**src/rtl/fft_dspa_pkg.sv**
```systemverilog
// Shared Q1.12 constants and helpers for the DSPA FFT datapath.
package fft_dspa_pkg;

  localparam int Q_FRAC     = 12;
  localparam int TW_ONE     = 1 << Q_FRAC;
  localparam int ROUND_HALF = TW_ONE >> 1;

  function automatic int clog2(input int n);
    int r;
    int v;
    r = 0;
    v = n - 1;
    while (v > 0) begin
      r++;
      v = v >> 1;
    end
    return r;
  endfunction

endpackage

```
**src/rtl/cmult_q12.sv**
```systemverilog
// Complex multiply by a Q1.12 twiddle: registered products, then add/sub,
// round half-up and wrap to DATA_W. conj=1 rotates by c+js instead of c-js.
module cmult_q12 import fft_dspa_pkg::*; #(
  parameter int DATA_W = 16,
  parameter int TW_W   = 14
) (
  input  logic                     clk,
  input  logic                     rst,
  input  logic                     ld_prod,
  input  logic                     ld_out,
  input  logic                     conj,
  input  logic signed [DATA_W-1:0] xr,
  input  logic signed [DATA_W-1:0] xi,
  input  logic signed [TW_W-1:0]   c,
  input  logic signed [TW_W-1:0]   s,
  output logic signed [DATA_W-1:0] yr,
  output logic signed [DATA_W-1:0] yi
);

  localparam int PW = DATA_W + TW_W;
  localparam int SW = PW + 1;

  logic signed [PW-1:0] p_rc, p_is, p_ic, p_rs;
  logic signed [SW-1:0] sum_re, sum_im, rnd_re, rnd_im;

  // ROM data is only meaningful alongside a valid S1 sample
  always_ff @(posedge clk or posedge rst) begin
    if (rst) begin
      p_rc <= '0;
      p_is <= '0;
      p_ic <= '0;
      p_rs <= '0;
    end else if (ld_prod) begin
      p_rc <= PW'(xr) * PW'(c);
      p_is <= PW'(xi) * PW'(s);
      p_ic <= PW'(xi) * PW'(c);
      p_rs <= PW'(xr) * PW'(s);
    end
  end

  always_comb begin
    sum_re = '0;
    sum_im = '0;
    if (conj) begin
      sum_re = SW'(p_rc) - SW'(p_is);
      sum_im = SW'(p_ic) + SW'(p_rs);
    end else begin
      sum_re = SW'(p_rc) + SW'(p_is);
      sum_im = SW'(p_ic) - SW'(p_rs);
    end
    rnd_re = sum_re + SW'(ROUND_HALF);
    rnd_im = sum_im + SW'(ROUND_HALF);
  end

  // Truncation to DATA_W wraps on overflow; no saturation
  always_ff @(posedge clk or posedge rst) begin
    if (rst) begin
      yr <= '0;
      yi <= '0;
    end else if (ld_out) begin
      yr <= DATA_W'(rnd_re >>> Q_FRAC);
      yi <= DATA_W'(rnd_im >>> Q_FRAC);
    end
  end

endmodule

```
**src/rtl/fft_twiddle_rotator.sv**
```systemverilog
// Streaming twiddle-multiply stage: frame counter drives the twiddle ROM, the
// 1-cycle ROM read lines up with S1, result after 3 cycles. TW_CONJ_EN selects IFFT twiddles.
module fft_twiddle_rotator import fft_dspa_pkg::*; #(
  parameter int N            = 256,
  parameter int SIZE         = clog2(N),
  parameter int bit_width_tw = 14,
  parameter int DATA_W       = 16
) (
  input  logic                           clk,
  input  logic                           rst,
  input  logic                           in_valid,
  input  logic                           in_sof,
  input  logic signed [DATA_W-1:0]       in_re,
  input  logic signed [DATA_W-1:0]       in_im,
  output logic [SIZE-2:0]                rd_ptr_angle,
  output logic                           rom_en,
  input  logic signed [bit_width_tw-1:0] cos_data,
  input  logic signed [bit_width_tw-1:0] sin_data,
  output logic                           out_valid,
  output logic                           out_last,
  output logic signed [DATA_W-1:0]       out_re,
  output logic signed [DATA_W-1:0]       out_im,
  output logic                           sof_err
);

  localparam int STAGES = 3;

`ifdef TW_CONJ_EN
  localparam logic CONJ = 1'b1;
`else
  localparam logic CONJ = 1'b0;
`endif

  typedef struct packed {
    logic signed [DATA_W-1:0] re;
    logic signed [DATA_W-1:0] im;
  } smp_t;

  logic [SIZE-1:0]   cnt, k;
  logic [STAGES:1]   vld_pipe, last_pipe;
  logic              sof_hit;
  smp_t              s1;

  assign sof_hit      = in_valid & in_sof;
  assign k            = sof_hit ? '0 : cnt;
  assign rd_ptr_angle = k[SIZE-2:0];
  assign rom_en       = in_valid;

  // A stray sof mid-frame is flagged but still restarts the frame
  always_ff @(posedge clk or posedge rst) begin
    if (rst) begin
      cnt       <= '0;
      vld_pipe  <= '0;
      last_pipe <= '0;
      sof_err   <= 1'b0;
    end else begin
      if (in_valid) cnt <= k + SIZE'(1);
      vld_pipe  <= {vld_pipe[STAGES-1:1], in_valid};
      last_pipe <= {last_pipe[STAGES-1:1], in_valid && (k == SIZE'(N - 1))};
      sof_err   <= sof_hit && (cnt != '0);
    end
  end

  always_ff @(posedge clk or posedge rst) begin
    if (rst)           s1 <= '0;
    else if (in_valid) s1 <= '{re: in_re, im: in_im};
  end

  cmult_q12 #(
    .DATA_W (DATA_W),
    .TW_W   (bit_width_tw)
  ) u_cmult (
    .clk     (clk),
    .rst     (rst),
    .ld_prod (vld_pipe[1]),
    .ld_out  (vld_pipe[2]),
    .conj    (CONJ),
    .xr      (s1.re),
    .xi      (s1.im),
    .c       (cos_data),
    .s       (sin_data),
    .yr      (out_re),
    .yi      (out_im)
  );

  assign out_valid = vld_pipe[STAGES];
  assign out_last  = last_pipe[STAGES];

endmodule

```
**config.mk**
```make
export PLATFORM = sky130hd
export DESIGN_NAME = fft_twiddle_rotator
export DESIGN_NICKNAME = d
export VERILOG_FILES = /design/src/rtl/fft_dspa_pkg.sv /design/src/rtl/cmult_q12.sv /design/src/rtl/fft_twiddle_rotator.sv
export SDC_FILE = /design/constraint.sdc
export NUM_CORES = 2
export LEC_CHECK = 0
export CAP_MARGIN = 20
export CORE_MARGIN = 2
export CORE_UTILIZATION = 38
export DETAILED_ROUTE_END_ITERATION = 16
export GPL_ROUTABILITY_DRIVEN = 1
export PLACE_DENSITY_LB_ADDON = 0.25
export SYNTH_ARGS = -nofsm -noshare
export SYNTH_HDL_FRONTEND = slang
export SYNTH_SLANG_ARGS = --single-unit
export TNS_END_PERCENT = 100
```
**constraint.sdc**
```tcl
create_clock -name clk -period 8.7 [get_ports clk]
set_input_delay 1.74 -clock clk [delete_from_list [all_inputs] [get_ports clk]]
set_output_delay 1.74 -clock clk [all_outputs]
set_load 0.005 [all_outputs]
```
After elaboration in Yosys (flattened, before gate mapping) --
Index checks and enable logic that the tools add are counted.
Operators by class: add/sub/neg operators 5, multiply operators 4, equality and inequality tests 1, multiplexer cells 1, bitwise gates (word level) 1, reduce and logical (&&, ||, !) cells 3
Operators with widths (count):
- multiplier 16 x 14 -> 28 bit | 4
- adder 28 x 13 -> 28 bit (second input constant) | 2
- adder 28 bit | 1
- subtractor 28 bit | 1
- adder 8 x 1 -> 8 bit (second input constant) | 1
- equality test 8 bit (second input constant) | 1
- two-way mux 8 bit | 1
- nonzero test 8 bit | 1
- logical AND 1 bit | 2
- bitwise AND 1 bit | 1
Storage, ports and cells: register bits after elaboration 191, bits of input ports 64, output and inout port bits 43, word-level logic and storage cells 27

Depth between registers and ports, before layout --
word-level depth 4, mapped depth 24, depth with buffers taken out 23

Modules after synthesis --
A second synthesis with hierarchy kept.
Second synthesis, totals: cells, all modules 4707, area total of the unflattened synthesis 43446.7 um2
Modules (own cells, without submodules):
- cmult_q12 | times used 1, cells an instance 4573, area each 41561.1 um2, seq. area each 3603.5 um2
- fft_twiddle_rotator | times used 1, cells an instance 134, area each 1885.6 um2, seq. area each 1176.1 um2

Worst setup path after synthesis --
No wires, ideal clock.
path type input port to flip-flop, from input port cos_data[13], to register u_cmult.p_rc[27], library setup time 0.137 ns, data arrival time 7.672 ns, path slack 0.891 ns, stages 22, cells stage by stage inv_1 > clkbuf_1 > buf_1 > fa_1 > fa_1 > inv_1 > fa_1 > fa_1 > fa_1 > inv_1 > fa_1 > inv_1 > ha_1 > a21o_1 > a21oi_1 > o221ai_1 > a41o_1 > a41o_1 > or4b_1 > a31oi_1 > xnor2_1 > a21oi_1
On the way: cells in the longest elaborated chain, start to end 1
RTL lines:
- start: declaration | RTL line fft_twiddle_rotator.sv:17 | input logic signed [bit_width_tw-1:0] cos_data,
- multiplier 16 x 14 -> 28 bit | RTL line cmult_q12.sv:34 | p_rc <= PW'(xr) * PW'(c);
- end signal: assignment | RTL line cmult_q12.sv:34
- end: declaration | RTL line cmult_q12.sv:23 | logic signed [PW-1:0] p_rc, p_is, p_ic, p_rs;
Every way passes these cells. A chain may end at the register's enable or synchronous reset.

Worst setup path in the final report --
from input port sin_data[3], to register u_cmult.p_rs[26]
On the way: cells in the longest elaborated chain, start to end 1
RTL lines:
- start: declaration | RTL line fft_twiddle_rotator.sv:18 | input logic signed [bit_width_tw-1:0] sin_data,
- multiplier 16 x 14 -> 28 bit | RTL line cmult_q12.sv:37 | p_rs <= PW'(xr) * PW'(s);
- end signal: assignment | RTL line cmult_q12.sv:37
- end: declaration | RTL line cmult_q12.sv:23
Every way passes these cells.

==> key figures <==
Clock network
  • CTS Buf Count: 17
  • Clock root buffer: clkbuf_16
  • CTS Hold Buffers Added: 0
  • CTS sink count: 191
  • Setup bufs post-CTS: 0
  • CTS clk-pin slew, worst paths: 80 ps
  • CTS tree: done
  • Post-CTS Resized: 0
  • Skew-Pair Late Insertion Delay: 530 ps
  • CTS HTree Levels: 4
  • CTS Buffer Depth: 2

Die
  • I/O pin cnt: 107
  • Starting Density: 38.32%
  • Placeable Area: roughly 110000 µm²
  • Die area: approximately 110000 µm²
  • Die height: 335.3 µm
  • Width of the chip: 335.3 µm
  • Row count: 121

Finish
  • Final Cell Area: around 45000 µm²
  • Synthesis-to-layout area growth: 8.815%
  • Layout cells sized above 1: 6.189%
  • Fill cells: 10779
  • Most frequent cells in the layout: 1022 x inv_1, 828 x fa_1, 474 x and2_1
  • Commonest non-fill, non-tap cell in the layout: inv_1
  • Final nets: 5730

Logic synthesis
  • Async set or reset register ratio after synthesis: between 90% and 100%
  • Yosys warns: 0
  • Sequential share of the synthesized area: 11.46%
  • FF+latch count, synth: 191
  • Number of flops mapped to enable cells by yosys: 0
  • Syn Inst Count: between 4000 and 5000
  • Post-Syn Area: around 42000 µm²
  • Distinct cells, synth: between 60 and 70
  • Post-Syn Nets: ~5700
  • Ys flop type: dfrtp_1
  • Syn_area_per_cell: 9.406 µm²

Drt
  • DRT antenna net count: 0
  • Routed wire length: 110.0 mm
  • DRC Markers: 0
  • Top layer in use: met5
  • Routed wl met2: between 50 and 60 mm
  • Metal-1 WL: about 51 mm
  • Wire length per cell: 18.66 µm
  • DR WL met3: 5.580 mm
  • Routed vias/inst: ~4.9
  • Starting DRC count in detailed routing: about 1800
  • Vias: 29139
  • TritonRoute pass-1 iters: 6

GRT
  • Total track usage: 20.75%
  • Initial antenna violation count: 4
  • Largest net degree at the start of global routing: 89
  • Vias in the first global route: ~31000
  • Gr ovfl total: 0
  • First-pass GRT wire length: 178.9 mm

STA
  • Fin. max-slew vios: 0
  • Measured slew at the worst slew-check pin: 1145 ps
  • Peak Freq: 123.2 MHz
  • Final setup viols: 0
  • RSZ-0062 raised after global routing: false
  • Final hold vios: 0
  • Final setup margin: about 590 ps
  • Tcrit/Tclk final: 93.27%
  • Clock Skews: 24.22 ps
  • Slew headroom: 23.68%
  • Fin Setup TNS: 0 ps
  • Shortest period the worst path allows: 8115 ps

Placement
  • Post-detail-place hpwl: 89.52 mm
  • DP Area: approximately 45000 µm²
  • GPL Wtd Cong: 0.8561
  • Port Buffers: 106
  • Place WS: 90.90 ps

Critical path
  • Required @ worst endpoint: between 9000 and 10000 ps
  • CP max FO: 4
  • Crit path kind: in2reg
  • Crit-path max cell delay: ~530 ps
  • Crit path DAT: 8500 ps
  • Nature of the critical path endpoint: register
  • Cell Chain, Critical Path: clkdlybuf4s50_1 -> and2_1 -> fa_1 -> inv_1 -> fa_1 -> inv_1 -> fa_1 -> inv_1 -> fa_1 -> inv_1 -> fa_1 -> inv_1 -> fa_1 -> inv_1 -> ha_1 -> a211oi_1 -> o211ai_1 -> a32o_1 -> a221oi_1 -> o21ai_0 -> a2111o_1 -> a31oi_1 -> xor2_1 -> mux2i_1
  • CP max-delay cell: fa_1
  • Critical Path Start Type: primary input

Hold path
  • Hold Path Class: reg2reg

Flow run
  • Max Cap Viol: 0

Status
  • Status: finished clean
worst paths after layout:
| kind | from | to | slack (ps) | cells past startpoint |
|---|---|---|---|---|
| setup reg to reg | s1[22] | u_cmult.p_rs[26] | 1440 | 23 |
| max in group asynchronous | rst | u_cmult.p_rs[10] | 5580 | 3 |
| setup / recovery | sin_data[3] | u_cmult.p_rs[26] | 590 | 24 |
| min in group asynchronous | rst | s1[17] | 1730 | 2 |
| hold / removal | last_pipe[2] | last_pipe[3] | 350 | 0 |
| hold reg to reg | last_pipe[2] | last_pipe[3] | 350 | 0 |
synth_stat cells (all sizes together), types with 9 or more instances:
| cell type | number | share of area (%) |
|---|---|---|
| buf | 15 | 0.14 |
| nand2 | 432 | 3.9 |
| nor2b | 10 | 0.15 |
| a21o | 52 | 0.94 |
| and2 | 474 | 7.1 |
| clkbuf | 194 | 1.7 |
| o31ai | 16 | 0.29 |
| xnor2 | 131 | 2.8 |
| mux2 | 112 | 3.0 |
| nand2b | 28 | 0.42 |
| inv | 1024 | 9.2 |
| o21a | 23 | 0.41 |
| nor3 | 28 | 0.34 |
| xor2 | 38 | 0.80 |
| a211oi | 15 | 0.28 |
| o21bai | 9 | 0.16 |
| dfrtp | 191 | 11 |
| fa | 828 | 40 |
| a21oi | 104 | 1.2 |
| nand3 | 21 | 0.25 |
| a31oi | 12 | 0.18 |
| o21ai | 65 | 0.78 |
| nor2 | 116 | 1.0 |
| o211ai | 9 | 0.16 |
| ha | 375 | 11 |
stage by stage:
stage / utilization [%] / instances / hold slack [ps]
floorplan: - / 4435 / 331.2
global placement: 41.15 / 5858 / 333.8
detailed placement: 41.15 / 5858 / 334.7
CTS: 41.70 / 5890 / 353.8
global route: 41.70 / 5891 / 360.8
finish: 41.70 / 5891 / 351.4
kinds of logic (layout without fill, tap and decap cells):
group | after synthesis | in the layout | share of synthesized area, %
muxes | 120 | 120 | 3.215
buffers and inverters | 1233 | 1274 | 11.10
xor gates and xnor gates | 169 | 169 | 3.548
other | 0 | 1 | 0
adders and majority gates | 1203 | 1203 | 50.99
and+or+nand+nor | 1153 | 1153 | 13.93
DFF | 191 | 191 | 11.46
AOI/OAI and AO/OA | 366 | 366 | 5.756
final cells by class:
type	instances	area (µm²)	share of cell area (%)
inverters	1024	3851	8.484
clock inverters	15	172.7	0.3804
clock buffers	17	425.4	0.9372
multi-input cells	3011	32300	71.16
diodes	1	2.502	0.005513
flip-flops and latches	191	4783	10.54
repair buffers	218	2085	4.592
well taps	1414	1769	3.898
state kept, by name (all words and copies together), names as in the netlist:
| register | flops |
|---|---|
| u_cmult.yi | 16 |
| last_pipe | 3 |
| u_cmult.p_rc | 28 |
| cnt | 8 |
| sof_err | 1 |
| vld_pipe | 3 |
| u_cmult.p_is | 28 |
| u_cmult.p_ic | 28 |
| u_cmult.p_rs | 28 |
| u_cmult.yr | 16 |
| s1 | 32 |
routing by layer:
| metal | vias up | track usage (%) |
|---|---|---|
| li1 | 13347 | - |
| met1 | 15072 | 29.45 |
| met2 | 619 | 32.73 |
| met3 | 97 | 3.274 |
| met4 | 4 | 5.992 |
| met5 | - | 0 |
critical path, delay by kind of cell:
family	cells	cell delay [ps]
mux	1	80
simple gates	1	310
buf+inv	7	800
compound gates	7	2090
fa+ha+maj	7	3300
xor+xnor	1	160
Power is not shown: default switching activity piles up to over one toggle a cycle in this logic, so the estimate is an artifact.
